===== src/rtl/asc2ps2_tx.sv =====
// Device-side PS/2 keyboard emulator: ASCII in, set-2 make + break frames out on ps2_clk/ps2_data.
// Optional: define ASC2PS2_SHIFT_EN to wrap uppercase letters in left-shift make/break codes.
module asc2ps2_tx #(
    parameter int HALF_CYC = 4,
    parameter int GAP_CYC  = 8
) (
    input  logic       clk,
    input  logic       clrn,
    input  logic       asc_valid,
    input  logic [7:0] asc_data,
    output logic       asc_ready,
    output logic       ps2_clk,
    output logic       ps2_data,
    output logic       done,
    output logic       unmapped
);
    typedef enum logic [1:0] {IDLE, FRAME, GAP} state_t;

    localparam int CMAX = (HALF_CYC > GAP_CYC) ? HALF_CYC : GAP_CYC;
    localparam int CW   = (CMAX > 1) ? $clog2(CMAX) : 1;

    state_t         state, state_nx;
    logic [CW-1:0]  cnt;
    logic           phase;      // 0: ps2_clk high half, 1: ps2_clk low half
    logic [3:0]     bit_idx;
    logic [2:0]     byte_idx;
    logic [7:0]     code_q;
    logic [7:0]     cur_byte;
    logic [7:0]     lc;
    logic [8:0]     map_res;
    logic           half_end, bit_end, frame_end, gap_end, last_byte, accept;

    function automatic logic [8:0] lookup(input logic [7:0] c);
        logic [8:0] r;
        r = 9'h000;
        case (c)
            8'h61: r = {1'b1, 8'h1C};  8'h62: r = {1'b1, 8'h32};  8'h63: r = {1'b1, 8'h21};
            8'h64: r = {1'b1, 8'h23};  8'h65: r = {1'b1, 8'h24};  8'h66: r = {1'b1, 8'h2B};
            8'h67: r = {1'b1, 8'h34};  8'h68: r = {1'b1, 8'h33};  8'h69: r = {1'b1, 8'h43};
            8'h6A: r = {1'b1, 8'h3B};  8'h6B: r = {1'b1, 8'h42};  8'h6C: r = {1'b1, 8'h4B};
            8'h6D: r = {1'b1, 8'h3A};  8'h6E: r = {1'b1, 8'h31};  8'h6F: r = {1'b1, 8'h44};
            8'h70: r = {1'b1, 8'h4D};  8'h71: r = {1'b1, 8'h15};  8'h72: r = {1'b1, 8'h2D};
            8'h73: r = {1'b1, 8'h1B};  8'h74: r = {1'b1, 8'h2C};  8'h75: r = {1'b1, 8'h3C};
            8'h76: r = {1'b1, 8'h2A};  8'h77: r = {1'b1, 8'h1D};  8'h78: r = {1'b1, 8'h22};
            8'h79: r = {1'b1, 8'h35};  8'h7A: r = {1'b1, 8'h1A};
            8'h30: r = {1'b1, 8'h45};  8'h31: r = {1'b1, 8'h16};  8'h32: r = {1'b1, 8'h1E};
            8'h33: r = {1'b1, 8'h26};  8'h34: r = {1'b1, 8'h25};  8'h35: r = {1'b1, 8'h2E};
            8'h36: r = {1'b1, 8'h36};  8'h37: r = {1'b1, 8'h3D};  8'h38: r = {1'b1, 8'h3E};
            8'h39: r = {1'b1, 8'h46};
            8'h08: r = {1'b1, 8'h66};  8'h09: r = {1'b1, 8'h0D};  8'h0D: r = {1'b1, 8'h5A};
            8'h1B: r = {1'b1, 8'h76};  8'h20: r = {1'b1, 8'h29};
            8'h3B: r = {1'b1, 8'h4C};  8'h3D: r = {1'b1, 8'h55};  8'h2C: r = {1'b1, 8'h41};
            8'h2D: r = {1'b1, 8'h4E};  8'h2E: r = {1'b1, 8'h49};  8'h2F: r = {1'b1, 8'h4A};
            8'h60: r = {1'b1, 8'h0E};  8'h5B: r = {1'b1, 8'h54};  8'h5D: r = {1'b1, 8'h5B};
            8'h5C: r = {1'b1, 8'h5D};  8'h27: r = {1'b1, 8'h52};
            default: r = 9'h000;
        endcase
        return r;
    endfunction

    // Uppercase folds onto the lowercase scan code; shift wrapping (if any) is added below.
    assign lc        = (asc_data >= 8'h41 && asc_data <= 8'h5A) ? (asc_data | 8'h20) : asc_data;
    assign map_res   = lookup(lc);
    assign accept    = asc_valid && (state == IDLE);
    assign half_end  = (cnt == CW'(HALF_CYC - 1));
    assign bit_end   = half_end && phase;
    assign frame_end = bit_end && (bit_idx == 4'd10);
    assign gap_end   = (cnt == CW'(GAP_CYC - 1));

`ifdef ASC2PS2_SHIFT_EN
    logic shift_q;
    logic is_upper;
    assign is_upper  = (asc_data >= 8'h41 && asc_data <= 8'h5A);
    assign last_byte = (byte_idx == (shift_q ? 3'd5 : 3'd2));

    always_ff @(posedge clk or negedge clrn) begin
        if (!clrn)                 shift_q <= 1'b0;
        else if (accept && map_res[8]) shift_q <= is_upper;
    end

    always_comb begin
        cur_byte = code_q;
        if (shift_q) begin
            case (byte_idx)
                3'd0, 3'd5: cur_byte = 8'h12;
                3'd2, 3'd4: cur_byte = 8'hF0;
                default:    cur_byte = code_q;
            endcase
        end else if (byte_idx == 3'd1) begin
            cur_byte = 8'hF0;
        end
    end
`else
    assign last_byte = (byte_idx == 3'd2);
    assign cur_byte  = (byte_idx == 3'd1) ? 8'hF0 : code_q;
`endif

    // NOTE: sequential state uses non-blocking assignments so every register samples pre-edge values.
    always_ff @(posedge clk or negedge clrn) begin
        if (!clrn) begin
            state    <= IDLE;
            cnt      <= '0;
            phase    <= 1'b0;
            bit_idx  <= 4'd0;
            byte_idx <= 3'd0;
            code_q   <= 8'h00;
            done     <= 1'b0;
            unmapped <= 1'b0;
        end else begin
            state    <= state_nx;
            done     <= (state == GAP) && gap_end && last_byte;
            unmapped <= accept && !map_res[8];
            if (accept && map_res[8]) code_q <= map_res[7:0];
            case (state)
                FRAME: begin
                    cnt <= half_end ? '0 : cnt + 1'b1;
                    if (half_end) phase <= ~phase;
                    if (bit_end)  bit_idx <= frame_end ? 4'd0 : bit_idx + 4'd1;
                end
                GAP: begin
                    cnt <= gap_end ? '0 : cnt + 1'b1;
                    if (gap_end) byte_idx <= byte_idx + 3'd1;
                end
                default: begin
                    cnt      <= '0;
                    phase    <= 1'b0;
                    bit_idx  <= 4'd0;
                    byte_idx <= 3'd0;
                end
            endcase
        end
    end

    // NOTE: next-state defaults to the current state first, so no path leaves it unassigned (no latch).
    always_comb begin
        state_nx = state;
        case (state)
            IDLE:    if (accept && map_res[8]) state_nx = FRAME;
            FRAME:   if (frame_end) state_nx = GAP;
            GAP:     if (gap_end) state_nx = last_byte ? IDLE : FRAME;
            default: state_nx = IDLE;
        endcase
    end

    always_comb begin
        asc_ready = (state == IDLE);
        ps2_clk   = 1'b1;
        ps2_data  = 1'b1;
        if (state == FRAME) begin
            ps2_clk = ~phase;
            case (bit_idx)
                4'd0:    ps2_data = 1'b0;
                4'd9:    ps2_data = ~^cur_byte;
                4'd10:   ps2_data = 1'b1;
                default: ps2_data = cur_byte[bit_idx[2:0] - 3'd1];
            endcase
        end
    end
endmodule

===== config.mk =====
export PLATFORM = sky130hd
export DESIGN_NAME = asc2ps2_tx
export DESIGN_NICKNAME = d
export VERILOG_FILES = /design/src/rtl/asc2ps2_tx.sv
export SDC_FILE = /design/constraint.sdc
export NUM_CORES = 1
export LEC_CHECK = 0
export BUFFER_PORTS_ARGS = -buffer_cell sky130_fd_sc_hd__clkbuf_2
export CAP_MARGIN = 20
export CORE_MARGIN = 8
export CORE_UTILIZATION = 35
export DETAILED_ROUTE_END_ITERATION = 8
export PLACE_DENSITY = 0.49
export SLEW_MARGIN = 20
export SYNTH_ARGS = -nofsm -noshare
export SYNTH_HDL_FRONTEND = slang
export SYNTH_SLANG_ARGS = --single-unit

===== constraint.sdc =====
create_clock -name clk -period 4.7 [get_ports clk]
set_input_delay 0.94 -clock clk [delete_from_list [all_inputs] [get_ports clk]]
set_output_delay 0.94 -clock clk [all_outputs]
set_load 0.05 [all_outputs]

# After elaboration in Yosys (flattened, before gate mapping)
# Memory sizes are Yosys's and may differ from the RTL's.
# Cells that the tools add are included.
[op_classes]
n_addsub = 4
magnitude_cmp = 3
eq_ne = 13
muxes = 23
bitwise_logic = 3
reduce_logical = 16
[op_table]
columns = ["operator", "n"]
rows = [
  ["3-bit case mux with 2 select lines", 2],
  ["3-bit 2-to-1 mux", 3],
  ["9-bit 2-to-1 mux", 1],
  ["4-bit == test, second input constant", 2],
  ["8-bit by 7-bit greater-or-equal comparator with 1-bit output, second input constant", 1],
  ["8-bit by 7-bit <= comparator with 1-bit output, second input constant", 1],
  ["1-bit logical AND", 8],
  ["4-bit 2-to-1 mux", 2],
  ["8-bit 2-to-1 mux", 1],
  ["2-bit != test, second input constant", 4],
  ["4-bit case mux with 2 select lines", 1],
  ["8-bit XNOR reduction", 1],
  ["3-bit by 1-bit adder with 3-bit output, second input constant", 2],
  ["3-bit by 2-bit == test with 1-bit output, second input constant", 2],
  ["2-bit 2-to-1 mux", 3],
  ["6-bit 2-to-1 mux", 1],
  ["2-bit case mux with 3 select lines", 1],
  ["2-bit AND reduction", 3],
  ["1-bit 2-to-1 mux", 5],
  ["4-bit by 1-bit adder with 4-bit output, second input constant", 1],
  ["4-bit zero test", 1],
  ["3-bit by 4-bit < comparator with 1-bit output, second input constant", 1],
  ["1-bit binary-select mux with 3-bit select", 1],
  ["3-bit by 1-bit == test with 1-bit output, second input constant", 1],
  ["11 further kinds", 13],
]
[totals]
reg_bits = 23
rom_bits = 1024
wordCells = 71
memories = 1
[memory_table]
columns = ["memory", "words", "width", "rd", "rd_ports_with_merged_regs", "wr", "line", "text"]
rows = [
  ["(no name shown)", 128, 8, 1, 0, 0, "36", "case (c)"],
]

# Logic depth before layout (Yosys ltp)
# Gate-level depths: netlist (run 1).
# An unclocked memory read counts as a cell.
[depth]
ltp_word = 8
depth_mapped = 9
depth_no_buf = 8

# Worst setup path before layout (run 1)
# OpenSTA, ideal clock, no wires.
[synth_path]
kind = "flip-flop to output port"
startpoint = "reg bit_idx[0]"
endpoint = "out ps2_data"
arrival_time_ns = 2.424
setup_slack_ns = 1.336
stages_incl_launch_ff = 9
path_buffers = 0
path_cell_list = "dfrtp_1 inv_1 ha_1 mux2_1 a211oi_2 nor3b_1 a221oi_1 a21oi_1 or3_1"
[synth_via]
elab_chain_len = 5
elab_cells_between_ends = 8
[synth_rtl]
columns = ["item", "line", "text"]
rows = [
  ["start, declared", "25", "logic [3:0] bit_idx;"],
  ["start signal, assigned", "118", "if (bit_end) bit_idx <= frame_end ? 4'd0 : bit_idx + 4'd1;"],
  ["3-bit by 1-bit subtractor with 3-bit output", "155", "default: ps2_data = cur_byte[bit_idx[2:0] - 3'd1];"],
  ["1-bit binary-select mux with 3-bit select", "155", ""],
  ["1-bit 2-to-1 mux (not written as such)", "155", ""],
  ["1-bit case mux with 3 select lines (*)", "151", "case (bit_idx)"],
  ["1-bit 2-to-1 mux (*)", "149", "if (state == FRAME) begin"],
  ["end, declared", "13", "output logic ps2_data,"],
]
# Every way passes the cells marked *; elsewhere a longest branch is shown, timed or not. The select of a mux whose other input is x is not followed.

# Final worst setup path (run 1)
# Ends and elaborated chain as after synthesis.

==> results by group, run 1 <==
Setup path
  • Critical path's slowest cell: dfrtp_1
  • Crit-path max FO: 7
  • CP Launch Type: register
  • Slowest cell delay on critical path: 0.50 ns
  • Worst setup EP type: primary output
  • CP delay by family, top: compound AO/OA/AOI/OAI gates
  • Setup slack, reg-to-reg: 2.82 ns
  • Buf/Inv on CP: 2
  • Critical path arrival: 2.91 ns
  • CP Class: register to primary output
  • Req. time, crit path: 3.76 ns
  • CP cell instances: inv_1, ha_1, mux2_1, a211oi_2, nor3b_1, a221oi_1, a21oi_1, or3_1, clkbuf_2

Logic synthesis
  • Area leader, netlist: dfrtp_1
  • Unique masters post-synth: 65
  • Seq/Total Area, Yosys: 0.2203
  • Post-synth ARST share: 1.000
  • Synth Warn #: 0
  • Synth top area cells: dfrtp_1, ha_1, mux4_2, nor2_1, a21oi_1
  • Synth top cells by count: nor2_1, inv_1, a21oi_1, dfrtp_1, ha_1
  • Synth Flop Type: dfrtp_1
  • Post-Synthesis Cell Area: 0.002499 mm2
  • Syn_area_per_cell: 8.470 um2
  • Number of synthesized flops with an enable pin: 0
  • Most common cell in the netlist: nor2_1
  • Cells after Synth: 295
  • Yosys top cell area share: 0.2203
  • Mapped Nets: 328
  • Flop and latch count out of synthesis: 22

Timing
  • TNS Setup: 0 ns
  • Crit path time final: 3.847 ns
  • Fin crit share: 0.8186
  • RSZ-0062 raised after global routing: no
  • Max Clock Skew: 0.003915 ns
  • Peak Freq: 0.2599 GHz
  • Worst-margin pin slew: 0.7541 ns
  • Final Hold Viols: 0
  • Final WS setup: 0.8528 ns
  • Endpoints failing setup: 0
  • Final Max Slew Viols: 0
  • Worst rel slew slack: 0.4973

Finish
  • Design area: 0.002621 mm2
  • Final Instance Count excl. Fillers: 397
  • Nets: 333
  • Antenna fix cells: 0
  • Layout area overhead: 4.907%
  • Fraction of layout cells with a size suffix above 1: 0.1611

Place
  • Gpl congestion: 0.8756
  • IO buf count: 15
  • Setup WS pre-CTS: 1.126 ns
  • Inst Count DP: 394
  • Placed cell area: 0.002580 mm2
  • DPL Wire Length: 4.444 mm

Route
  • Routed Antenna Nets: 0
  • Drt wl/cell: 14.60 um
  • DR pass1 iterations: 6
  • Detailed-route via count: 2042
  • Overall routed net length: 5.795 mm
  • 1st-iter DRT viols: 44
  • Vias/cell: 5.144
  • Drc violations: 0

Clock tree
  • Clock sink total: 22
  • Root Driver: clkbuf_8
  • Deepest clock path buffer count: 2
  • CTS tree: done
  • Post-CTS Setup Bufs: 0
  • Clk Latency, worst-skew pair: 0.26 ns
  • Clk slew on worst S/H paths: 0.08 ns
  • Total CTS buffers: 3
  • CTS Hold Bufs: 0
  • Resize count post-CTS: 0
  • H-tree depth: 1

Power and ir drop
  • Total power: 928.1 uW
  • Peak VDD IR: 104.7 uV
  • Lkg Pwr: 0.001106 uW
  • P per Cell Area: 354.1 mW/mm2

Floorplanning
  • Die W: 100.5 um
  • Starting Density: 0.3520
  • Die Ht: 100.5 um
  • Die ar.: 0.01010 mm2
  • Row Count: 31
  • IO Pins: 16
  • Core box area: 0.007098 mm2

Global routing
  • Initial antenna violation count: 0
  • Largest net degree at the start of global routing: 39
  • Vias in the first global route: 1983
  • Total GRT Usage: 0.1220
  • First-pass GRT wire length: 9.970 mm
  • Grt ovf: 0

Flow run
  • MaxCap Viol Count: 0

Min path
  • HP Class: register to register

Run status
  • Status: complete, no violations
==> where the power goes <==
part	switching, uW	internal, uW	leakage (uW)	total (uW)
logic	307	221	0.000788	527
clock network	60.0	57.2	0.0000216	117
registers	47.7	236	0.000296	283
==> kinds of logic (layout without fill, tap and decap cells) <==
family	Yosys count	after routing	share of synthesized area
AO/OA/AOI/OAI	85	85	0.2264
AND/OR/NAND/NOR	100	100	0.2158
adder cells (fa/ha/maj)	22	22	0.1102
buffers and inverters	39	42	0.08312
flip-flops	22	22	0.2203
XOR/XNOR	6	6	0.02103
multiplexers	21	21	0.1232
==> per-layer routing <==
layer / part of all wire / GRT usage / up-vias
li1: - / - / 1054
met1: 0.48 / 0.1623 / 945
met2: 0.48 / 0.1985 / 36
met3: 0.029 / 0.01036 / 7
met4: 0.017 / 0.04884 / 0
met5: 0 / 0 / -
==> stage by stage <==
step	util	hold WS, ns
detailed placement	0.3635	0.4406
CTS	0.3693	0.4512
global route	0.3693	0.4645
global placement	0.3635	0.4376
floorplan	-	0.4150
finish	0.3693	0.4409
==> layout make-up <==
type	count	area (um2)
Fill cell	759	4477
Multi-Input combinational cell	234	1740
Sequential cell	22	550.5
Tap cell	99	123.9
Inverter	24	90.09
Timing Repair Buffer	15	75.07
Clock buffer	3	41.29
==> path summary, 6_finish.rpt <==
check / cells after the start / end / startpoint
hold / removal: 1 / cnt[0] / cnt[0]
setup reg to reg: 7 / state[1] / state[1]
setup / recovery: 9 / ps2_data / bit_idx[0]
hold reg to reg: 1 / cnt[0] / cnt[0]
max in group asynchronous: 1 / code_q[3] / clrn
min in group asynchronous: 1 / byte_idx[2] / clrn
==> registers in the layout, summed over array words and instances, names as in the netlist <==
name,cells
code_q,7
bit_idx,4
byte_idx,3
cnt,3
state,2
done,1
phase,1
unmapped,1
==> placed cells by master, fill, tap and decap left out, types with 4 or more instances in the layout <==
cell / count
a21oi_1: 22
clkbuf_2: 15
nor2b_1: 4
a31oi_1: 4
nand3_1: 4
mux2_2: 5
nand2_2: 4
nand2b_1: 11
o21ai_0: 20
nor2_1: 32
mux4_2: 7
nor3_1: 6
xnor2_1: 5
ha_1: 22
inv_1: 23
nand2_1: 18
o21ai_1: 9
mux2i_1: 6
dfrtp_1: 22
(Power assumes the default switching activity.)
==> inputs of run 2 (changes only) <==
PLACE_DENSITY = 0.51   (was 0.49)
clock period = 3.42 ns   (was 4.7 ns; I/O delays follow)
==> run 2 against run 1 <==
Clock-buffer cell count grew 1. Combinational power grew 49%. Worst setup slack lost 0.69 ns. Via count grew 2.4%. Routed wire length is essentially flat.
==> results by group, run 2 (synthesis gave the netlist of run 1 again) <==
Global routing
  • Initial antenna violation count: 0 (unchanged)
  • Largest net degree at the start of global routing: 36 (was 39)
  • Grt ovf: 0 (unchanged)
  • Total GRT Usage: 0.1225 (was 0.1220)
  • First-pass GRT wire length: 10.18 mm (was 9.970 mm)
  • Vias in the first global route: 2100 (was 1983)

Floorplanning
  • Die ar.: 0.01010 mm2 (unchanged)
  • Die W: 100.5 um (unchanged)
  • Row Count: 31 (unchanged)
  • Core box area: 0.007098 mm2 (unchanged)
  • Starting Density: 0.3520 (unchanged)
  • IO Pins: 16 (unchanged)
  • Die Ht: 100.5 um (unchanged)

Clock tree
  • Clk Latency, worst-skew pair: 0.26 ns (about the same)
  • Deepest clock path buffer count: 2 (unchanged)
  • Total CTS buffers: 3 (unchanged)
  • H-tree depth: 1 (unchanged)
  • Root Driver: clkbuf_8 (unchanged)
  • Clock sink total: 22 (unchanged)
  • Clk slew on worst S/H paths: 0.08 ns (about the same)
  • CTS Hold Bufs: 0 (unchanged)
  • CTS tree: done (unchanged)

Timing
  • Fin crit share: 0.9511
  • Final Max Slew Viols: 0 (unchanged)
  • Endpoints failing setup: 0 (unchanged)
  • Worst-margin pin slew: 0.6932 ns (was 0.7541 ns)
  • Worst rel slew slack: 0.5379 (was 0.4973)
  • Final Hold Viols: 0 (unchanged)
  • RSZ-0062 raised after global routing: no (unchanged)
  • Max Clock Skew: 0.001151 ns (was 0.003915 ns)
  • Peak Freq: 0.3074 GHz
  • Crit path time final: 3.253 ns
  • TNS Setup: 0 ns (unchanged)

Setup path
  • Critical path arrival: 2.57 ns (was 2.91 ns)
  • CP Class: register to primary output (unchanged)
  • Req. time, crit path: 2.74 ns (was 3.76 ns)
  • Crit-path max FO: 4 (was 7)
  • CP Launch Type: register (unchanged)
  • Worst setup EP type: primary output (unchanged)

Power and ir drop
  • P_sw: 586.0 uW (was 414.3 uW)
  • Lkg Pwr: 0.001145 uW (was 0.001106 uW)
  • Cell internal pwr: 762.8 uW (was 513.8 uW)
  • Peak VDD IR: 156.4 uV (was 104.7 uV)
  • Clock share of power: 0.140 (was 0.126)
  • P per Cell Area: 500.5 mW/mm2 (was 354.1 mW/mm2)
  • Comb power frac: 0.580 (was 0.568)
  • Sw Ratio: 0.4345 (was 0.4464)
  • Sequential power share: 0.279 (was 0.305)

Run status
  • Status: complete, no violations (unchanged)

Route
  • DR WL met3: 139 um (was 167 um)
  • Wire length on met1: 2.794 mm (was 2.762 mm)
  • Routed Antenna Nets: 0 (unchanged)
  • Vias/cell: 5.176 (was 5.144)
  • Drt wl/cell: 14.35 um (was 14.60 um)
  • Drc violations: 0 (unchanged)
  • Met2 WL: 2.762 mm (was 2.764 mm)
  • Overall routed net length: 5.799 mm (was 5.795 mm)
  • DR pass1 iterations: 6 (unchanged)
  • 1st-iter DRT viols: 87 (was 44)
  • Detailed-route via count: 2091 (was 2042)
  • Highest metal used: met4 (unchanged)

Place
  • Gpl congestion: 0.8921 (was 0.8756)
  • IO buf count: 15 (unchanged)
  • Placed cell area: 0.002618 mm2 (was 0.002580 mm2)
  • DPL Wire Length: 4.442 mm (was 4.444 mm)

Finish
  • Largest registers: code_q x7, bit_idx x4 (unchanged)
  • Nets: 339 (was 333)
  • Most frequent cells in the layout: nor2_1, inv_1, a21oi_1, dfrtp_1, ha_1 (was nor2_1, inv_1, a21oi_1, ha_1, dfrtp_1)
  • Fraction of layout cells with a size suffix above 1: 0.1869 (was 0.1611)
  • Layout area overhead: 7.862% (was 4.907%)
  • Antenna fix cells: 0 (unchanged)
  • Largest Register: code_q (unchanged)
  • Design area: 0.002695 mm2 (was 0.002621 mm2)
  • Largest register FFs: 7 (unchanged)
  • Commonest non-fill, non-tap cell in the layout: nor2_1 (unchanged)

Flow run
  • MaxCap Viol Count: 0 (unchanged)

Min path
  • HP Class: primary input to async pin (was register to register)
## run 2: cell types whose count changed in the layout (fill, tap and decap cells not counted), sizes merged
cell / previous run / this run
buf: 0 / 6
clkbuf: 18 / 19
## run 2: area by class of cell
| cell class | instances | area (um2) |
|---|---|---|
| well taps | 99 | 123.9 |
| flip-flops and latches | 22 | 550.5 |
| fillers | 737 | 4403 |
| inverters | 24 | 90.09 |
| repair buffers | 21 | 122.6 |
| multi-input cells | 234 | 1753 |
| clock buffers | 4 | 55.05 |
## run 2: power groups by stage
stage	Combinational, uW	Sequential [uW]	Clock [uW]
floorplan	595	387	0
detailed placement	755	385	0
global placement	749	386	0
global route	872	388	214
finish	783	377	189
CTS	768	377	199
## run 2: path summary, 6_finish.rpt
kind / cells past startpoint / slack (ns) / startpoint / to
setup / recovery: 9 / 0.17 / bit_idx[1] / ps2_data
hold / removal: 1 / 0.39 / clrn / cnt[2]
setup reg to reg: 8 / 1.57 / state[1] / state[1]
hold reg to reg: 1 / 0.46 / cnt[0] / cnt[0]
max in group asynchronous: 1 / 2.65 / clrn / bit_idx[0]
min in group clk: 1 / 0.46 / cnt[0] / cnt[0]
## run 2: per-stage QoR
stage,setup slack [ns],hold slack (ns),instances,utilization,power [uW]
6_report,0.1673,0.3944,404,0.3797,1349
3_5_place_dp,0.2563,0.4412,399,0.3688,1140
2_1_floorplan,0.3120,0.3884,295,-,982.7
4_1_cts,0.05366,0.4191,404,0.3779,1344
5_1_grt,0.02835,0.4435,404,0.3797,1473
3_3_place_gp,0.3221,0.4382,399,0.3688,1135
## run 2: what timing repair did
action / in CTS / in global routing
resized for setup: 1 / 2
setup endpoints to repair: 1 / 1
pin swaps: 0 / 1
setup buffers: 1 / 0
## run 2: critical path, cell delays in order (launching register included)
cell and delay, ns:
dfrtp_1 0.36, inv_1 0.08, ha_4 0.29, mux2_1 0.34, a211oi_2 0.21, nor3b_1 0.08, a221oi_1 0.31, a21oi_1 0.06
or3_1 0.36, clkbuf_4 0.22
## run 2: per-layer routing
layer,global-route usage,up-vias
met2,0.2067,35
li1,-,1069
met5,0,-
met3,0.008287,8
met4,0.04419,0
met1,0.1600,979
